$ cat src/rtl/strassen_sequencer.sv
// Strassen 2x2 matrix multiply sequencer driving a shared external ALU.
// One ALU op per cycle over a fixed 25-step microprogram.
module strassen_sequencer #(
    parameter int         W      = 32,
    parameter logic [1:0] OP_ADD = 2'd0,
    parameter logic [1:0] OP_SUB = 2'd1,
    parameter logic [1:0] OP_MUL = 2'd2
) (
    input  logic         clk,
    input  logic         rst_n,
    input  logic         in_valid,
    output logic         in_ready,
    input  logic [W-1:0] a11,
    input  logic [W-1:0] a12,
    input  logic [W-1:0] a21,
    input  logic [W-1:0] a22,
    input  logic [W-1:0] b11,
    input  logic [W-1:0] b12,
    input  logic [W-1:0] b21,
    input  logic [W-1:0] b22,
    output logic [W-1:0] alu_a,
    output logic [W-1:0] alu_b,
    output logic [1:0]   alu_op,
    input  logic [W-1:0] alu_result,
    output logic         out_valid,
    input  logic         out_ready,
    output logic [W-1:0] c11,
    output logic [W-1:0] c12,
    output logic [W-1:0] c21,
    output logic [W-1:0] c22
);

    typedef enum logic [1:0] {IDLE, RUN, DONE} state_t;
    typedef enum logic [3:0] {
        D_NONE, D_T0, D_T1, D_M1, D_M2, D_M3, D_M4,
        D_M5, D_M6, D_M7, D_C11, D_C12, D_C21, D_C22
    } dest_t;

    state_t state, state_nxt;
    dest_t  dest;
    logic [4:0] step;
    logic [W-1:0] ra11, ra12, ra21, ra22;
    logic [W-1:0] rb11, rb12, rb21, rb22;
    logic [W-1:0] t0, t1, m1, m2, m3, m4, m5, m6, m7;

    always_ff @(posedge clk or negedge rst_n) begin
        if (!rst_n) begin
            state <= IDLE;
            step  <= 5'd0;
        end else begin
            state <= state_nxt;
            if (state == IDLE && in_valid)
                step <= 5'd1;
            else if (state == RUN)
                step <= (step == 5'd25) ? 5'd0 : step + 5'd1;
        end
    end

    always_comb begin
        state_nxt = state;
        unique case (state)
            IDLE:    if (in_valid) state_nxt = RUN;
            RUN:     if (step == 5'd25) state_nxt = DONE;
            DONE:    if (out_ready) state_nxt = IDLE;
            default: state_nxt = IDLE;
        endcase
    end

    always_comb begin
        in_ready  = 1'b0;
        out_valid = 1'b0;
        alu_a     = '0;
        alu_b     = '0;
        alu_op    = OP_ADD;
        dest      = D_NONE;
        unique case (state)
            IDLE: in_ready = 1'b1;
            DONE: out_valid = 1'b1;
            RUN: begin
                case (step)
                    5'd1:  begin alu_a = ra11; alu_b = ra22; dest = D_T0; end
                    5'd2:  begin alu_a = rb11; alu_b = rb22; dest = D_T1; end
                    5'd3:  begin alu_a = t0;   alu_b = t1;   dest = D_M1; alu_op = OP_MUL; end
                    5'd4:  begin alu_a = ra21; alu_b = ra22; dest = D_T0; end
                    5'd5:  begin alu_a = t0;   alu_b = rb11; dest = D_M2; alu_op = OP_MUL; end
                    5'd6:  begin alu_a = rb12; alu_b = rb22; dest = D_T0; alu_op = OP_SUB; end
                    5'd7:  begin alu_a = ra11; alu_b = t0;   dest = D_M3; alu_op = OP_MUL; end
                    5'd8:  begin alu_a = rb21; alu_b = rb11; dest = D_T0; alu_op = OP_SUB; end
                    5'd9:  begin alu_a = ra22; alu_b = t0;   dest = D_M4; alu_op = OP_MUL; end
                    5'd10: begin alu_a = ra11; alu_b = ra12; dest = D_T0; end
                    5'd11: begin alu_a = t0;   alu_b = rb22; dest = D_M5; alu_op = OP_MUL; end
                    5'd12: begin alu_a = ra21; alu_b = ra11; dest = D_T0; alu_op = OP_SUB; end
                    5'd13: begin alu_a = rb11; alu_b = rb12; dest = D_T1; end
                    5'd14: begin alu_a = t0;   alu_b = t1;   dest = D_M6; alu_op = OP_MUL; end
                    5'd15: begin alu_a = ra12; alu_b = ra22; dest = D_T0; alu_op = OP_SUB; end
                    5'd16: begin alu_a = rb21; alu_b = rb22; dest = D_T1; end
                    5'd17: begin alu_a = t0;   alu_b = t1;   dest = D_M7; alu_op = OP_MUL; end
                    5'd18: begin alu_a = m1;   alu_b = m4;   dest = D_C11; end
                    5'd19: begin alu_a = c11;  alu_b = m5;   dest = D_C11; alu_op = OP_SUB; end
                    5'd20: begin alu_a = c11;  alu_b = m7;   dest = D_C11; end
                    5'd21: begin alu_a = m3;   alu_b = m5;   dest = D_C12; end
                    5'd22: begin alu_a = m2;   alu_b = m4;   dest = D_C21; end
                    5'd23: begin alu_a = m1;   alu_b = m2;   dest = D_C22; alu_op = OP_SUB; end
                    5'd24: begin alu_a = c22;  alu_b = m3;   dest = D_C22; end
                    5'd25: begin alu_a = c22;  alu_b = m6;   dest = D_C22; end
                    default: dest = D_NONE;
                endcase
            end
            default: in_ready = 1'b0;
        endcase
    end

    // Operand latch and result write-back; C regs accumulate in place.
    always_ff @(posedge clk or negedge rst_n) begin
        if (!rst_n) begin
            ra11 <= '0; ra12 <= '0; ra21 <= '0; ra22 <= '0;
            rb11 <= '0; rb12 <= '0; rb21 <= '0; rb22 <= '0;
            t0 <= '0; t1 <= '0;
            m1 <= '0; m2 <= '0; m3 <= '0; m4 <= '0;
            m5 <= '0; m6 <= '0; m7 <= '0;
            c11 <= '0; c12 <= '0; c21 <= '0; c22 <= '0;
        end else begin
            if (state == IDLE && in_valid) begin
                ra11 <= a11; ra12 <= a12; ra21 <= a21; ra22 <= a22;
                rb11 <= b11; rb12 <= b12; rb21 <= b21; rb22 <= b22;
            end
            unique case (dest)
                D_T0:    t0  <= alu_result;
                D_T1:    t1  <= alu_result;
                D_M1:    m1  <= alu_result;
                D_M2:    m2  <= alu_result;
                D_M3:    m3  <= alu_result;
                D_M4:    m4  <= alu_result;
                D_M5:    m5  <= alu_result;
                D_M6:    m6  <= alu_result;
                D_M7:    m7  <= alu_result;
                D_C11:   c11 <= alu_result;
                D_C12:   c12 <= alu_result;
                D_C21:   c21 <= alu_result;
                D_C22:   c22 <= alu_result;
                default: ;
            endcase
        end
    end

endmodule

$ cat config.mk
export PLATFORM = sky130hd
export DESIGN_NAME = strassen_sequencer
export DESIGN_NICKNAME = d
export VERILOG_FILES = /design/src/rtl/strassen_sequencer.sv
export SDC_FILE = /design/constraint.sdc
export NUM_CORES = 1
export LEC_CHECK = 0
export ABC_AREA = 1
export CAP_MARGIN = 20
export CORE_ASPECT_RATIO = 1.2
export CORE_MARGIN = 4
export CORE_UTILIZATION = 45
export DETAILED_ROUTE_END_ITERATION = 8
export GPL_ROUTABILITY_DRIVEN = 0
export PLACE_DENSITY = 0.68
export REMOVE_ABC_BUFFERS = 1
export SLEW_MARGIN = 0
export SYNTH_ARGS = -nofsm -noshare
export SYNTH_HDL_FRONTEND = slang
export SYNTH_SLANG_ARGS = --single-unit
$ cat constraint.sdc
create_clock -name clk -period 3.6 [get_ports clk]
set_input_delay 0.72 -clock clk [delete_from_list [all_inputs] [get_ports clk]]
set_output_delay 0.72 -clock clk [all_outputs]
set_load 0.1 [all_outputs]
==> results of run 1 <==
-- timing repair --
item | in CTS | in global routing
pin swaps | 9 | 46
resized for setup | 106 | 201
gates cloned | 2 | 16
setup endpoints to repair | 66 | 66
buffers inserted | 18 | 10
-- worst max-delay path, cell delays in order, from the launching register on --
cell	delay [ns]
dfrtp_2	0.49
inv_4	0.08
nor2_2	0.17
buf_6	0.20
nand2_2	0.13
nand3b_1	0.27
buf_6	0.18
buf_12	0.15
nand2_2	0.05
nor3b_2	0.16
a21oi_2	0.23
buf_12	0.21
-- through the flow --
step / util (%) / worst slack [ns] / hold WS [ns] / cells / setup TNS [ns]
finish: 60.97 / -0.08301 / 0.09690 / 5957 / -0.4852
global route: 60.96 / -0.1071 / 0.1320 / 5956 / -2.485
CTS: 59.35 / -0.07067 / 0.1016 / 5924 / -0.7792
detailed placement: 55.29 / 0.1524 / 0.4578 / 5785 / 0
global placement: 55.29 / 0.1868 / 0.4531 / 5785 / 0
floorplan: - / -5.192 / 0.4244 / 4206 / -2230.22
-- cell type report --
cell class                 count  area share, %
clock inverter                14         0.3224
tap                          935          2.644
clock buffer                 105          4.862
inverter                     140          1.273
multi-input combinational   3387          34.21
antenna                        9        0.05091
sequential                   679          38.42
timing repair buffer         688          18.22
-- placed cells by master, fill, tap and decap left out, drive strengths merged, types with 15 or more instances in the layout --
| cell | count |
|---|---|
| o22ai | 15 |
| clkdlybuf4s50 | 410 |
| nand4 | 101 |
| dfrtp | 679 |
| inv | 139 |
| nand3b | 20 |
| a21oi | 70 |
| nand2 | 2336 |
| buf | 264 |
| nand3 | 478 |
| clkbuf | 119 |
| nor3 | 22 |
| nor2 | 203 |
| o21ai | 129 |
-- per-layer routing --
| layer | track usage, % | wire [um] | vias up |
|---|---|---|---|
| met4 | 19.46 | 9877 | 4 |
| met5 | 0 | 28 | - |
| li1 | - | - | 15120 |
| met1 | 45.45 | 53300 | 16300 |
| met3 | 8.810 | 17820 | 560 |
| met2 | 55.62 | 67020 | 2482 |
-- worst paths after layout --
kind,to,slack [ns],cells after the start
worst max-delay path,alu_a[4],-0.08,11
worst min-delay path,c11[15]$_DFFE_PN0N_,0.1,1
worst max register to register,c21[31]$_DFFE_PN0N_,0.37,14
worst min register to register,t1[4]$_DFFE_PN0N_,0.47,2
max in group asynchronous,m7[31]$_DFFE_PN0N_,2.42,3
min in group clk,t1[4]$_DFFE_PN0N_,0.47,2
-- cell families (layout without fill, tap and decap cells) --
family	Yosys count	after routing	synth area share (%)
AO/OA/AOI/OAI	217	217	3.386
XOR/XNOR	2	2	0.05310
adder cells (fa/ha/maj)	5	5	0.1896
buffers and inverters	448	947	5.775
flip-flops	679	679	51.49
other	0	9	0
AND/OR/NAND/NOR	3163	3163	39.10
==> summary.md, run 1 <==
| Metric | Value |
|---|---|
| Slew @ Worst Pin | 1.036 ns |
| Status | finished, violations left |
| Asr flop ratio synth | 100.0% |
| Post-synth EDFFs | 0 |
| Register area share after synthesis | approximately 51% |
| Die width | 255.2 um |
| Yosys cell types | 32 |
| Port buffer count | approximately 490 |
| H-Tree Level Count | 3 |
| Area of the multi-input gates | ~15,000 um2 |
| Fill cell count | 6,328 |
| Yosys warns | 0 |
| Cell taking the most area after synthesis | dfrtp_1 |
| Predominant post-synthesis flop cell | dfrtp_1 |
| CTS tree | yes |
| CP startpoint kind | register |
| Final nets | roughly 5,300 |
| Total track usage | 35.58% |
| Vias per cell | 5.786 |
| Clock buffer depth | 3 |
| Clk slew on worst S/H paths | 0.06 ns |
| Number of synthesized register bits | 679 |
| Drt total wl | 148.0 mm |
| Detail Placement HPWL | 91.79 mm |
| Commonest cells in the netlist | 2,332 x nand2_1, 679 x dfrtp_1, 477 x nand3_1 |
| Clock root buffer | clkbuf_16 |
| Crit Path Max Fanout | 10 |
| Gate Count Post-Synth | roughly 4,500 |
| Die Area | 77,740 um2 |
| Layout cell share with drive strength beyond 1 | 12.39% |
| Worst-Skew Late Latency | 0.63 ns |
| Synth top area share | between 50 and 60% |
| Most area-consuming cells after synthesis | dfrtp_1 51%, nand2_1 27%, nand3_1 7.2%, clkbuf_1 2.3%, nor2_1 2.2% |
| Maximum operating frequency | 271.5 MHz |
| Initial Util | a little under half |
| Maxcap violations | 0 |
| Routed Antenna Nets | 0 |
| DRT Pass-1 Iters | 8 |
| DR iter-0 viols | 4,212 |
| DR WL/cell | around 25 um |
| Failing checks | setup timing |
| Core ar. | 72,560 um2 |
| Placed inst area | 40,120 um2 |
| Setup crit end kind | output pin |
| Cts hold-fix bufs | 0 |
| Sequential Area | 17,000 um2 |
| Most common cell in the netlist | nand2_1 |
| CTS buffer count | 73 |
| Via count | 34,470 |
| Slew Limit Headroom | 30.73% |
| Grt ovf | 0 |
| Critical Path RT | 2.88 ns |
| Arrival time at the worst endpoint | 2.96 ns |
| Fin area | 44,240 um2 |
| Final hold vios | 0 |
| Critical path origin | step[2]$_DFFE_PN0P_ |
| Period minus WS final | 3.683 ns |
| Skew final | approximately 0.023 ns |
| Setup Viol. Count Final | 16 |
| Global-route wire length before repair | approximately 210 mm |
| # DRC | 0 |
| PnR worst setup slack | -0.08301 ns |
| Critical R2R Launch | step[1]$_DFFE_PN0P_ |
| Die height | 304.6 um |
| Area Growth Syn to Fin | 34.07% |
| Final Max Slew Viols | 0 |
| Worst Hold Class | in2async |
| Number of global-route vias before repair | about 33,000 |
| Largest net degree at the start of global routing | a little under 90 |
| Clock Sinks | 679 |
| Post-Syn Area | 33,000 um2 |
| Final period util | 102.3% |
| RSZ-0062 raised after global routing | yes |
| # IOs | 488 |
| Initial antenna violation count | 10 |
| CP Class | reg2out |
| Mean post-synth cell area | about 7.3 um2 |
| # rows | 108 |
Power of run 1 is left out: the tool's default activity adds up to more than one toggle a clock period on the data nets, which glitch-free logic cannot reach.
==> inputs of run 2 (changes only) <==
==> constraint.sdc (replaced) <==
create_clock -name clk -period 3.9 [get_ports clk]
set_input_delay 0.78 -clock clk [delete_from_list [all_inputs] [get_ports clk]]
set_output_delay 0.78 -clock clk [all_outputs]
set_load 0.1 [all_outputs]
==> run 2 against run 1 <==
Against the previous run: the run still ends with setup timing left; sequential share of layout area is 1.4 points higher; critical path depth shrank 2; core utilization is 2.2 points lower; worst hold slack better by 0.019 ns; worst setup slack better by 0.082 ns; via count decreased by 2.6%; first-iteration DRC count fell by 12%; cell count shrank 0.79%; wire length is 5.6% lower; critical path type unchanged; critical endpoint is now alu_b[15]; largest cell class unchanged.
==> summary.md, run 2 (synthesis results as in run 1) <==
| Metric | Value |
|---|---|
| Detail Placement HPWL | 90.25 mm (-1.7%) |
| Total track usage | 35.19% (-0.39 points) |
| Maximum operating frequency | 256.3 MHz |
| Slowest cell on the critical path | nor2_4 |
| Most frequent cells in the layout | 2,305 x nand2_1, 677 x dfrtp_1, 476 x nand3_1 |
| DR iter-0 viols | 3,704 (-12%) |
| R2R setup slack | 0.40 ns (+0.03 ns) |
| Die width | 255.2 um (unchanged) |
| Grt ovf | 0 (unchanged) |
| Post-place setup slack | 0.2897 ns (+0.1373 ns) |
| Number of global-route vias before repair | 32,810 (-1.1%) |
| CTS tree | yes |
| DR WL/cell | 23.65 um (-4.9%) |
| Worst path cell trace | buf_4 -> nand2_2 -> nor2_4 -> buf_4 -> nand2_1 -> nand4_1 -> nor3_1 -> a21oi_1 -> buf_12 |
| Final Max Slew Viols | 0 (unchanged) |
| Failing checks | setup timing |
| RSZ-0062 raised after global routing | yes |
| CP max stage delay | 0.47 ns (-0.02 ns) |
| Layout cell share with drive strength beyond 1 | 8.791% (-3.6 points) |
| Die Area | 77,740 um2 (unchanged) |
| Clock root buffer | clkbuf_16 |
| Skew final | 0.01677 ns (-0.006127 ns) |
| Initial Util | 45.47% (unchanged) |
| CP startpoint kind | register |
| Via count | 33,570 (-2.6%) |
| Core ar. | 72,560 um2 (unchanged) |
| # IOs | 488 (unchanged) |
| Port buffer count | 487 (unchanged) |
| Setup TNS | -0.001396 ns (+0.4838 ns) |
| Critical Path RT | 3.12 ns (+0.24 ns) |
| Area Growth Syn to Fin | 29.30% |
| PnR worst setup slack | -0.001396 ns (+0.08161 ns) |
| CP Class | reg2out |
| DRT Pass-1 Iters | 6 (-2) |
| Arrival time at the worst endpoint | 3.12 ns (+0.16 ns) |
| Global-route wire length before repair | 206.4 mm (-0.94%) |
| Setup Viol. Count Final | 1 (-15) |
| H-Tree Level Count | 3 (unchanged) |
| CTS buffer count | 72 (-1.4%) |
| Sequential Area | 16,990 um2 (about the same) |
| Setup crit end kind | output pin |
| Clk slew on worst S/H paths | 0.07 ns (about the same) |
| Crit Path Max Fanout | 12 (+2) |
| Final period util | 100.0% |
| Routed Antenna Nets | 0 (unchanged) |
| Inst Count DP | 5,762 (-0.40%) |
| Die height | 304.6 um (unchanged) |
| Fill cell count | 6,601 (+4.3%) |
| # rows | 108 (unchanged) |
| Drt total wl | 139.8 mm (-5.6%) |
| Status | finished, violations left |
| Final hold vios | 0 (unchanged) |
| Worst Hold Class | in2async |
| Area of the multi-input gates | 14,450 um2 (-4.5%) |
| Largest net degree at the start of global routing | 112 (+26%) |
| Vias per cell | 5.680 (-1.8%) |
| Final nets | 5,215 (-0.97%) |
| Most common cell after layout, fill and taps aside | nand2_1 |
| Clock Sinks | 679 (unchanged) |
| CP dominant cell by count | buf_4 |
| Finished Layout Cells | 5,910 (-0.79%) |
| Initial antenna violation count | 5 (-5) |
| Maxcap violations | 0 (unchanged) |
| # DRC | 0 (unchanged) |
| Finished Core Util | 58.80% (-2.2 points) |
| Period minus WS final | 3.901 ns |
| Slew @ Worst Pin | 1.076 ns (+0.03980 ns) |
| Worst-Skew Late Latency | 0.62 ns (about the same) |
| Slew Limit Headroom | 28.07% (-2.7 points) |
| Clock buffer depth | 3 (unchanged) |
run 2: cell count changes in the layout (fill, tap and decap cells not counted), moves of 10 or more:
cell	before	now
nand2_1	2257	2305
nor2_1	142	175
nand2_2	58	26
nor2_2	39	10
buf_12	116	97
nor3_1	0	19
a21oi_1	32	50
a21oi_2	36	19
clkbuf_16	90	73
nor3_4	15	0
nand2_4	18	5
buf_6	19	8
buf_4	119	109
run 2: metrics by stage:
stage | instance area [um2] | hold WS [ns]
after global placement | 39870 | 0.4521
after CTS | 42470 | 0.1421
after floorplan | 31620 | 0.4419
final | 42670 | 0.1159
after detailed placement | 39870 | 0.4576
after global routing | 42670 | 0.1493
run 2: layout make-up:
type	instances	share of cell area (%)
timing repair buffer	638	16.68
clock inverter	24	0.6540
inverter	140	1.293
clock buffer	103	4.897
multi-input combinational	3387	33.88
tap	935	2.742
antenna	4	0.02346
sequential	679	39.83
run 2: per-layer routing:
| metal | global-route usage [%] | part of all wire [%] | vias up |
|---|---|---|---|
| met5 | 0 | 0 | - |
| met1 | 45.82 | 37 | 15940 |
| met4 | 17.06 | 5.8 | 0 |
| met2 | 56.39 | 46 | 2133 |
| li1 | - | - | 15010 |
| met3 | 6.977 | 11 | 491 |
run 2: path summary, 6_finish.rpt:
check,startpoint,end,cells after the start
setup / recovery,step[2]$_DFFE_PN0P_,alu_b[15],9
hold / removal,rst_n,c21[24]$_DFFE_PN0N_,1
setup reg to reg,step[2]$_DFFE_PN0P_,m2[16]$_DFFE_PN0N_,13
hold reg to reg,m4[15]$_DFFE_PN0N_,m4[15]$_DFFE_PN0N_,2
max in group asynchronous,rst_n,c11[19]$_DFFE_PN0N_,3
min in group clk,m4[15]$_DFFE_PN0N_,m4[15]$_DFFE_PN0N_,2
run 2: repair_timing:
item | in CTS | in global routing
cloned | 0 | 0
resized for setup | 39 | 33
setup buffers | 9 | 8
pin swaps | 0 | 5
hold buffers | 0 | 0
endpoints found under the hold margin | 0 | 0
endpoints found under the setup margin | 66 | 65
run 2: critical path: cells and delay by family (launching register included):
family          cells  cell delay [ns]
flops               1             0.45
simple gates        5             0.89
buf+inv             3             0.84
compound gates      1             0.32
Power of run 2 is left out for the same reason.
